--- config.mk ---
export PLATFORM = sky130hd
export DESIGN_NAME = dmem_bridge
export DESIGN_NICKNAME = d
export VERILOG_FILES = /design/src/rtl/dmem_bridge.sv
export SDC_FILE = /design/constraint.sdc
export NUM_CORES = 1
export LEC_CHECK = 0
export CAP_MARGIN = 10
export CORE_MARGIN = 2
export CORE_UTILIZATION = 50
export DETAILED_ROUTE_END_ITERATION = 16
export GPL_ROUTABILITY_DRIVEN = 0
export HOLD_SLACK_MARGIN = 0.02
export MAX_ROUTING_LAYER = met4
export PLACE_DENSITY = 0.77
export REMOVE_ABC_BUFFERS = 1
export SLEW_MARGIN = 20
export SYNTH_ARGS = -nofsm -noshare
export SYNTH_HDL_FRONTEND = slang
export SYNTH_SLANG_ARGS = --single-unit
--- constraint.sdc ---
create_clock -name clk -period 5.67 [get_ports clk]
set_input_delay 1.134 -clock clk [delete_from_list [all_inputs] [get_ports clk]]
set_output_delay 1.134 -clock clk [all_outputs]
set_load 0.01 [all_outputs]
--- src/rtl/dmem_bridge.sv ---
// Data-memory responder: serves 24-bit CPU word loads/stores as three
// little-endian byte transfers on a byte-wide synchronous SRAM, stalling the CPU meanwhile.
module dmem_bridge #(
  parameter int ADDR_W = 16
) (
  input  logic              clk,
  input  logic              rst,
  input  logic [23:0]       address,
  input  logic [23:0]       write_data,
  input  logic              mem_write,
  input  logic              mem_read,
  output logic [23:0]       read_data,
  output logic              stall,
  output logic [ADDR_W-1:0] sram_addr,
  output logic [7:0]        sram_wdata,
  output logic              sram_we,
  output logic              sram_re,
  input  logic [7:0]        sram_rdata
);

  typedef enum logic [2:0] {IDLE, RD, RCAP, WR, DONE} state_t;

  state_t            state;
  logic [1:0]        cnt;
  logic [1:0]        cntNext;
  logic [ADDR_W-1:0] base;
  logic [ADDR_W-1:0] nextAddr;
  logic [23:0]       wordBuf;
  logic [23:0]       shadow;
  logic              unusedAddr;

  // CPU address bits above the SRAM width are deliberately dropped.
  assign unusedAddr = ^address;

  assign cntNext  = cnt + 2'd1;
  assign nextAddr = base + ADDR_W'(cntNext);

  assign stall = ((state == IDLE) && (mem_read || mem_write)) ||
                 (state == RD) || (state == RCAP) || (state == WR);

  function automatic logic [7:0] pickByte(input logic [23:0] w, input logic [1:0] idx);
    case (idx)
      2'd0:    return w[7:0];
      2'd1:    return w[15:8];
      default: return w[23:16];
    endcase
  endfunction

  // SRAM strobes/address are registered so they only ever change on the clock.
  always_ff @(posedge clk or posedge rst) begin
    if (rst) begin
      state      <= IDLE;
      cnt        <= 2'd0;
      base       <= '0;
      wordBuf    <= 24'd0;
      shadow     <= 24'd0;
      read_data  <= 24'd0;
      sram_addr  <= '0;
      sram_wdata <= 8'd0;
      sram_we    <= 1'b0;
      sram_re    <= 1'b0;
    end else begin
      case (state)
        IDLE: begin
          if (mem_write) begin
            base       <= address[ADDR_W-1:0];
            wordBuf    <= write_data;
            cnt        <= 2'd0;
            sram_we    <= 1'b1;
            sram_addr  <= address[ADDR_W-1:0];
            sram_wdata <= write_data[7:0];
            state      <= WR;
          end else if (mem_read) begin
            base      <= address[ADDR_W-1:0];
            cnt       <= 2'd0;
            sram_re   <= 1'b1;
            sram_addr <= address[ADDR_W-1:0];
            state     <= RD;
          end
        end
        RD: begin
          if (cnt == 2'd1)      shadow[7:0]  <= sram_rdata;
          else if (cnt == 2'd2) shadow[15:8] <= sram_rdata;
          if (cnt == 2'd2) begin
            sram_re   <= 1'b0;
            sram_addr <= '0;
            state     <= RCAP;
          end else begin
            cnt       <= cntNext;
            sram_addr <= nextAddr;
          end
        end
        RCAP: begin
          shadow[23:16] <= sram_rdata;
          read_data     <= {sram_rdata, shadow[15:0]};
          state         <= DONE;
        end
        WR: begin
          if (cnt == 2'd2) begin
            sram_we    <= 1'b0;
            sram_addr  <= '0;
            sram_wdata <= 8'd0;
            state      <= DONE;
          end else begin
            cnt        <= cntNext;
            sram_addr  <= nextAddr;
            sram_wdata <= pickByte(wordBuf, cntNext);
          end
        end
        DONE: begin
          cnt   <= 2'd0;
          state <= IDLE;
        end
        default: state <= IDLE;
      endcase
    end
  end

endmodule

==> impl_metrics.yaml, run 1 <==
route:
  final_antenna_net_count: 0
  vias: 3625
  drt_iter0_markers: 142
  wl_met3_um: 378
  met1_length_um: 4760
  highest_layer: "met4"
  route.met2.wl_um: 4980
  wl_per_cell_um: 14.9
  drt-total-wl_um: 10200
  drt-pass1-iter-count: 4
  drc_errors: 0
  vias_per_cell: 5.28
layout:
  n_antenna_cell: 0
  drive_gt1_share_pct: 12.4
  fillers: 761
  finalInstanceArea_sq_um: 6120
  final_nets: 619
  areaGrowthSynthToFinish_pct: 26.2
sta:
  worst_slew_pin_slew_ps: 849
  slew_headroom_pct: 43.4
  finalCriticalPeriod_ps: 3690
  setup_viol: 0
  slew_violations: 0
  finalSetupTns_ps: 0
  fin_skew_ps: 14.0
  fmax_ghz: 0.271
  fin_crit_sh_pct: 65.1
  grt_setup_unrepaired: "no"
  final-hold-violation-count: 0
setup_path:
  path_cells: "clkdlybuf4s50_1 > nor2_1 > a21oi_1 > clkdlybuf4s50_1"
  crit_required_ps: 4540
  crit_slowest_cell: "clkdlybuf4s50_1"
  reg2reg_slack_ps: 2830
  cp-start-kind: "input pin"
  cp_max_fo: 6
  critPathArrivalTime_ps: 2550
  crit_buf_inv: 2
  crit_family: "buffers and inverters"
  critPathKind: "input pin to output pin"
  endpoint_kind: "output pin"
  worst_path_most_repeated_cell: "clkdlybuf4s50_1"
  max_stage_delay_ps: 580
logic_synthesis:
  synth_area_leaders: "dfrtp_1 57%, nand2_1 12%, mux2_2 9.3%"
  ys_seq_area_share_pct: 57.3
  postSynthAreaPerCell_sq_um: 10.6
  syn_area_sq_um: 4850
  ys_warn_count: 0
  ys_types: 40
  synth_area_leader_cell: "dfrtp_1"
  synth_flop_cell: "dfrtp_1"
  synth_top_area_share_pct: 57.3
  synth_cells: 459
  async_flop_share_pct: 100
  synth-edff-count: 0
  synth-seq-cells: 111
cts:
  root_buffer: "clkbuf_8"
  post-cts-setup-buffers: 0
  cts_buffer_depth: 2
  clock_latency_ps: 360
  numCtsBuffers: 9
  ctsHoldBuffers: 0
  cts_resized: 0
  clk_pin_slew_ps: 100
  cts_tree: "done"
  cts-htree-levels: 3
  cts_sinks: 111
place:
  io_buffers: 102
  placed_cell_area_sq_um: 5930
  place_hpwl_um: 7190
grt:
  grt_usage_pct: 21.0
  grt_pass1_vias: 3578
  overflow: 0
  antenna_found_initial: 0
  grt_pass1_wl_um: 16800
  grt_max_degree: 68
power_and_ir_drop:
  power_per_cell_area_nw_per_um2: 564
  p_clk_share_pct: 13.0
  seqPwrFrac_pct: 41.8
  p_leak_nw: 2.75
  p_int_mw: 2.12
  switching_share_pct: 38.5
  p_comb_share_pct: 45.2
  irDropWorstVdd_v: 0.000251
  p_sw_mw: 1.33
floorplanning:
  die_h_um: 102
  dieWidth_um: 102
  rows: 35
  initial_core_util_pct: 52.0
  die_area_sq_um: 10500
  core_sq_um: 9330
  ios: 111
status:
  status: "completed"
worst_hold_path:
  hold_path.class: "flip-flop to flip-flop"
flow_run:
  cap_viol_max_count: 0
-- power by group through the flow --
stage	Combinational (mW)	Sequential, mW	Clock, mW
after floorplan	0.874	1.48	0
after global placement	1.52	1.43	0
after detailed placement	1.57	1.46	0
after CTS	1.58	1.44	0.460
after global routing	1.74	1.49	0.493
final	1.56	1.44	0.449
-- cell families (layout without fill, tap and decap cells) --
kind of cell	count (synthesis)	after routing	synth area share, %
AND/OR/NAND/NOR	195	195	17.3
flip-flops	111	111	57.3
AO/OA/AOI/OAI	62	62	8.49
multiplexers	40	40	9.29
buffers and inverters	30	128	3.15
XOR/XNOR	14	14	2.53
adder cells (fa/ha/maj)	7	7	1.96
-- registers in the layout, summed over array words and instances, names as in the netlist --
name,count
read_data,24
wordBuf,24
base,16
shadow,16
sram_addr,16
sram_wdata,8
state,3
cnt,2
sram_re,1
sram_we,1
-- final timing paths --
kind,depth (start not counted),startpoint,endpoint
max,4,mem_write,stall
min,2,wordBuf[15]$_DFFE_PP0P_,wordBuf[15]$_DFFE_PP0P_
max reg2reg,8,cnt[0]$_DFFE_PP0P_,sram_addr[10]$_DFFE_PP0P_
min reg2reg,2,wordBuf[15]$_DFFE_PP0P_,wordBuf[15]$_DFFE_PP0P_
max in group asynchronous,3,rst,sram_wdata[7]$_DFFE_PP0P_
min in group asynchronous,2,rst,read_data[16]$_DFFE_PP0P_
-- placed cells by master (no fill, tap or decap), drive strengths merged, types with 6 or more instances in the layout --
| cell | netlist | routed |
|---|---|---|
| dfrtp | 111 | 111 |
| a22oi | 19 | 19 |
| o211ai | 8 | 8 |
| clkbuf | 7 | 9 |
| nand2 | 153 | 153 |
| clkdlybuf4s50 | 0 | 102 |
| ha | 6 | 6 |
| a21oi | 6 | 6 |
| xor2 | 9 | 9 |
| inv | 8 | 13 |
| nor2 | 15 | 15 |
| mux2 | 40 | 40 |
| o21ai | 20 | 20 |
-- worst min-delay path, delay by kind of cell (launching register included) --
kind             cells  cell delay, ps
flip-flops           1             350
AND/OR/NAND/NOR      2             100
-- cell usage after synthesis, types with 2 or more instances --
library cell,n
a32o_1,2
nor3_2,3
ha_1,6
a22oi_1,19
a31oi_1,2
clkbuf_1,7
a221oi_1,2
nor3b_1,2
a21oi_1,6
xor2_1,9
mux2_2,40
and4_1,3
o211ai_1,7
nor2_1,12
dfrtp_1,111
buf_2,8
and3_1,2
nand3_1,4
nor2_2,3
inv_1,8
nor3_1,2
nand2_1,153
nand2b_1,4
xnor2_1,5
buf_4,6
o21ai_0,19
-- layout make-up --
type                    instances  area, sq um  share of cell area [%]
clock buffers                   9          124                    2.02
clock inverters                 7         60.1                   0.981
inverters                       8         32.5                   0.531
multi-input cells             318         1930                    31.5
flip-flops and latches        111         2780                    45.4
well taps                     129          161                    2.64
repair buffers                104         1040                    16.9
-- through the flow --
step	cells	util, %	setup WS, ps	hold slack, ps	power [mW]
6_report	686	65.6	1980	485	3.45
5_1_grt	686	65.6	1940	505	3.72
4_1_cts	686	65.6	1970	489	3.48
3_5_place_dp	670	63.6	1970	465	3.03
3_3_place_gp	670	63.6	1970	459	2.95
2_1_floorplan	437	-	1610	446	2.35
-- routing by layer --
layer,track usage [%],vias to the layer above
met2,32.5,80
met1,28.5,1810
met4,7.59,0
li1,-,1725
met3,3.05,10
met5,-,-
No activity file was read; power rests on OpenSTA's default activity.
==> run 2, diff against run 1 <==
--- a/config.mk
+++ b/config.mk
@@ -7,12 +7,12 @@
 export LEC_CHECK = 0
 export CAP_MARGIN = 10
 export CORE_MARGIN = 2
-export CORE_UTILIZATION = 50
+export CORE_UTILIZATION = 45
 export DETAILED_ROUTE_END_ITERATION = 16
 export GPL_ROUTABILITY_DRIVEN = 0
 export HOLD_SLACK_MARGIN = 0.02
 export MAX_ROUTING_LAYER = met4
-export PLACE_DENSITY = 0.77
+export PLACE_DENSITY = 0.73
 export REMOVE_ABC_BUFFERS = 1
 export SLEW_MARGIN = 20
 export SYNTH_ARGS = -nofsm -noshare
==> constraint.sdc (replaced) <==
create_clock -name clk -period 3.25 [get_ports clk]
set_input_delay 0.65 -clock clk [delete_from_list [all_inputs] [get_ports clk]]
set_output_delay 0.65 -clock clk [all_outputs]
set_load 0.01 [all_outputs]
==> run 2 against run 1 <==
Die area grew 11%. Sequential power increased by 74%. Critical endpoint unchanged. First-iteration DRC count increased by 14%. Clock skew increased by 1.0 ps. Cell count up 1.5%. Global-route usage shrank 2.0 points.
==> impl_metrics.yaml, run 2 (same netlist as run 1, synthesis figures left out) <==
power_and_ir_drop:
  p_leak_nw: 2.77
  power_per_cell_area_nw_per_um2: 977
  irDropWorstVdd_v: 0.000403
  power.total_mw: 6.04
sta:
  finalCriticalPeriod_ps: 2670
  fmax_ghz: 0.375
  finalHoldWorstSlack_ps: 490
  slew_violations: 0
  fin_crit_sh_pct: 82.1
  slew_headroom_pct: 45.6
  final-hold-violation-count: 0
  grt_setup_unrepaired: "no"
  worst_slew_pin_slew_ps: 816
  setup_viol: 0
  fin_skew_ps: 15.0
status:
  status: "completed"
cts:
  root_buffer: "clkbuf_8"
  ctsHoldBuffers: 0
  cts_buffer_depth: 2
  post-cts-setup-buffers: 0
  clock_latency_ps: 360
  cts-htree-levels: 3
  clk_pin_slew_ps: 110
  cts_tree: "done"
  cts_resized: 0
  cts_sinks: 111
  numCtsBuffers: 9
setup_path:
  worst_path_most_repeated_cell: "clkdlybuf4s50_1"
  max_stage_delay_ps: 580
  cp_max_fo: 6
  cp-start-kind: "input pin"
  path_cells: "clkdlybuf4s50_1 > nor2_1 > a21oi_1 > clkdlybuf4s50_1"
  crit_slowest_cell: "clkdlybuf4s50_1"
  endpoint_kind: "output pin"
  crit_buf_inv: 2
  crit_required_ps: 2600
  critPathArrivalTime_ps: 2020
  crit_family: "buffers and inverters"
  critPathKind: "input pin to output pin"
layout:
  layout_commonest_cell: "nand2_1"
  mostFrequentLayoutCells: "153 x nand2_1, 111 x dfrtp_1, 102 x clkdlybuf4s50_1, 40 x mux2_2"
  areaGrowthSynthToFinish_pct: 27.4
  drive_gt1_share_pct: 12.9
  reg_top3: "read_data x24, wordBuf x24"
  n_antenna_cell: 0
  final_nets: 622
route:
  drt-total-wl_um: 10400
  vias_per_cell: 5.18
  final_antenna_net_count: 0
  drt_iter0_markers: 162
  wl_per_cell_um: 14.9
  drt-pass1-iter-count: 5
  vias: 3602
  drc_errors: 0
flow_run:
  cap_viol_max_count: 0
grt:
  antenna_found_initial: 0
  grt_max_degree: 48
  grt_pass1_vias: 3637
  grt_pass1_wl_um: 17100
  overflow: 0
  grt_usage_pct: 19.0
floorplanning:
  ios: 111
  die_area_sq_um: 11600
  die_h_um: 108
  initial_core_util_pct: 46.6
  dieWidth_um: 108
  rows: 37
  core_sq_um: 10400
worst_hold_path:
  hold_path.class: "flip-flop to flip-flop"
place:
  place_hpwl_um: 7410
  io_buffers: 102
run 2: layer usage:
| layer | GRT usage [%] | up-vias | share of wire [%] |
|---|---|---|---|
| met4 | 4.67 | 0 | 1.1 |
| li1 | - | 1731 | - |
| met2 | 31.3 | 95 | 49 |
| met1 | 25.0 | 1766 | 46 |
| met5 | - | - | 0 |
| met3 | 2.85 | 10 | 3.4 |
run 2: where the power goes:
part           internal (mW)  total, mW  switching, mW  leakage (nW)
registers               2.05       2.51          0.457          1.36
clock network          0.297      0.781          0.484        0.0938
logic                   1.37       2.75           1.38          1.32
run 2: path summary, 6_finish.rpt:
check | start | cells past startpoint | slack [ps] | endpoint
hold reg to reg | sram_addr[1]$_DFFE_PP0P_ | 2 | 490 | sram_addr[1]$_DFFE_PP0P_
setup / recovery | mem_write | 4 | 580 | stall
hold / removal | sram_addr[1]$_DFFE_PP0P_ | 2 | 490 | sram_addr[1]$_DFFE_PP0P_
min in group asynchronous | rst | 2 | 700 | read_data[22]$_DFFE_PP0P_
setup reg to reg | cnt[0]$_DFFE_PP0P_ | 8 | 820 | sram_addr[10]$_DFFE_PP0P_
max in group asynchronous | rst | 3 | 1940 | sram_wdata[1]$_DFFE_PP0P_
run 2: area by class of cell:
cell class	count	area, sq um
Clock inverter	7	65.1
Inverter	8	32.5
Timing Repair Buffer	107	1080
Sequential cell	111	2780
Multi-Input combinational cell	318	1930
Tap cell	136	170
Clock buffer	9	124
Fill cell	881	4240
run 2: tightest hold or removal path: stages, from the launching register on:
cell     delay (ps)
dfrtp_1         360
nand2_1          40
o21ai_0          60
run 2: per-stage QoR:
step	cells	cell area (sq um)	setup TNS (ps)	worst slack [ps]	util [%]
after floorplan	437	4730	-36700	-331	-
after global placement	680	5980	0	611	57.5
after detailed placement	680	5980	0	611	57.5
after CTS	696	6170	0	601	59.3
after global routing	696	6180	0	533	59.3
final	696	6180	0	581	59.3
==> run 3, diff against run 2 <==
--- a/config.mk
+++ b/config.mk
@@ -7,12 +7,12 @@
 export LEC_CHECK = 0
 export CAP_MARGIN = 10
 export CORE_MARGIN = 2
-export CORE_UTILIZATION = 45
+export CORE_UTILIZATION = 50
 export DETAILED_ROUTE_END_ITERATION = 16
 export GPL_ROUTABILITY_DRIVEN = 0
 export HOLD_SLACK_MARGIN = 0.02
 export MAX_ROUTING_LAYER = met4
-export PLACE_DENSITY = 0.73
+export PLACE_DENSITY = 0.77
 export REMOVE_ABC_BUFFERS = 1
 export SLEW_MARGIN = 20
 export SYNTH_ARGS = -nofsm -noshare
==> constraint.sdc (replaced) <==
create_clock -name clk -period 2.7 [get_ports clk]
set_input_delay 0.54 -clock clk [delete_from_list [all_inputs] [get_ports clk]]
set_output_delay 0.54 -clock clk [all_outputs]
set_load 0.01 [all_outputs]
==> run 3 against run 2 <==
Core utilization rose by 7.4 points. Cell count down 0.29%. Final area is 0.65% higher. Sequential share of layout area down 0.29 points. Wire length is 0.38% lower. First-iteration DRC count shrank 28%. Critical path depth is 1 lower. Flip-flop and latch count did not move. Total power grew 23%. Setup slack got worse by 310 ps. Global-route usage up 2.4 points. Clock skew is 1.3 ps lower.
==> impl_metrics.yaml, run 3 (same netlist as run 1, synthesis figures left out) <==
layout:
  seq_area_sq_um: 2780
  multi_input_area_sq_um: 1930
  areaGrowthSynthToFinish_pct: 28.2
  reg_top3: "read_data x24, wordBuf x24"
  finalInstanceArea_sq_um: 6220
  fillers: 758
  final_nets: 627
  drive_gt1_share_pct: 13.6
  fin_cells: 694
  mostFrequentLayoutCells: "153 x nand2_1, 111 x dfrtp_1, 102 x clkdlybuf4s50_1, 40 x mux2_2"
  layout_commonest_cell: "nand2_1"
  n_antenna_cell: 0
sta:
  fin_crit_sh_pct: 89.9
  fin_skew_ps: 13.7
  worst_slew_pin_slew_ps: 853
  final-hold-violation-count: 0
  finalSetupTns_ps: 0
  finalCriticalPeriod_ps: 2430
  slew_violations: 0
  grt_setup_unrepaired: "no"
  worst_slack_ps: 272
  setup_viol: 0
  fmax_ghz: 0.412
  slew_headroom_pct: 43.1
setup_path:
  critPathKind: "flip-flop to output pin"
  crit_required_ps: 2160
  cp_max_fo: 10
  critPathArrivalTime_ps: 1890
  crit_slowest_cell: "dfrtp_1"
  max_stage_delay_ps: 590
  path_cells: "nor2_1 > a21oi_1 > clkdlybuf4s50_1"
  crit_buf_inv: 1
  endpoint_kind: "output pin"
  crit_family: "flip-flops"
  cp-start-kind: "flip-flop"
power_and_ir_drop:
  power_per_cell_area_nw_per_um2: 1190
  irDropWorstVdd_v: 0.000432
  p_leak_nw: 2.81
route:
  vias_per_cell: 5.19
  vias: 3602
  drc_errors: 0
  final_antenna_net_count: 0
  drt_iter0_markers: 117
  drt-total-wl_um: 10400
  drt-pass1-iter-count: 4
  wl_per_cell_um: 14.9
status:
  status: "completed"
place:
  place_inst: 678
  placed_cell_area_sq_um: 6000
  dpl_worst_slack_ps: 263
  io_buffers: 102
  place_hpwl_um: 7270
grt:
  antenna_found_initial: 0
  overflow: 0
  grt_pass1_vias: 3506
  grt_usage_pct: 21.4
  grt_pass1_wl_um: 16900
  grt_max_degree: 112
cts:
  ctsHoldBuffers: 0
  cts_buffer_depth: 2
  clk_pin_slew_ps: 120
  post-cts-setup-buffers: 0
  cts_resized: 0
  root_buffer: "clkbuf_8"
  clock_latency_ps: 370
  cts_tree: "done"
  numCtsBuffers: 9
  cts-htree-levels: 3
  cts_sinks: 111
floorplanning:
  die_h_um: 102
  dieWidth_um: 102
  die_area_sq_um: 10500
  initial_core_util_pct: 52.0
  core_sq_um: 9330
  ios: 111
  rows: 35
worst_hold_path:
  hold_path.class: "flip-flop to flip-flop"
flow_run:
  cap_viol_max_count: 0
## run 3: changes by cell type in the layout (fill, tap and decap cells not counted)
cell,previous run,this run
clkinv_8,0,3
buf_12,2,1
clkinv_4,3,1
buf_4,3,9
clkinvlp_4,1,0
## run 3: worst reg2reg max path: stages, from the launching register on
cell and delay, ps:
dfrtp_1 420, inv_1 100, ha_1 340, inv_1 90, fa_1 490, nor3_2 330
and4_1 250, xnor2_1 120, o211ai_1 100
## run 3: area by class of cell
| cell class | instances | area share [%] |
|---|---|---|
| well taps | 129 | 2.60 |
| clock inverters | 7 | 1.43 |
| multi-input cells | 318 | 31.0 |
| flip-flops and latches | 111 | 44.7 |
| repair buffers | 112 | 17.8 |
| inverters | 8 | 0.523 |
| clock buffers | 9 | 1.99 |
## run 3: power breakdown
| part | switching [mW] | internal (mW) |
|---|---|---|
| Sequential | 0.548 | 2.47 |
| Clock | 0.632 | 0.377 |
| Combinational | 1.68 | 1.70 |
| Total | 2.86 | 4.54 |
## run 3: path summary, 6_finish.rpt
check	slack, ps	endpoint	depth (start not counted)	from
worst max register to register	310	sram_addr[10]$_DFFE_PP0P_	8	cnt[0]$_DFFE_PP0P_
worst max-delay path	270	stall	3	state[1]$_DFFE_PP0P_
worst min-delay path	490	wordBuf[20]$_DFFE_PP0P_	2	wordBuf[20]$_DFFE_PP0P_
max in group asynchronous	1620	state[0]$_DFFE_PP0P_	3	rst
min in group asynchronous	640	read_data[22]$_DFFE_PP0P_	3	rst
worst min register to register	490	wordBuf[20]$_DFFE_PP0P_	2	wordBuf[20]$_DFFE_PP0P_
## run 3: stage by stage
step / utilization, % / power (mW) / hold WS [ps]
global placement: 64.3 / 6.28 / 459
finish: 66.7 / 7.40 / 490
detailed placement: 64.3 / 6.46 / 462
floorplan: - / 4.93 / 446
global route: 66.7 / 7.98 / 513
CTS: 66.6 / 7.47 / 494
## run 3: routing by layer
layer	vias up	global-route usage (%)	part of all wire (%)
met4	0	6.87	1.4
met2	100	32.5	48
met1	1743	30.3	46
met5	-	-	0
li1	1745	-	-
met3	14	2.78	4.6
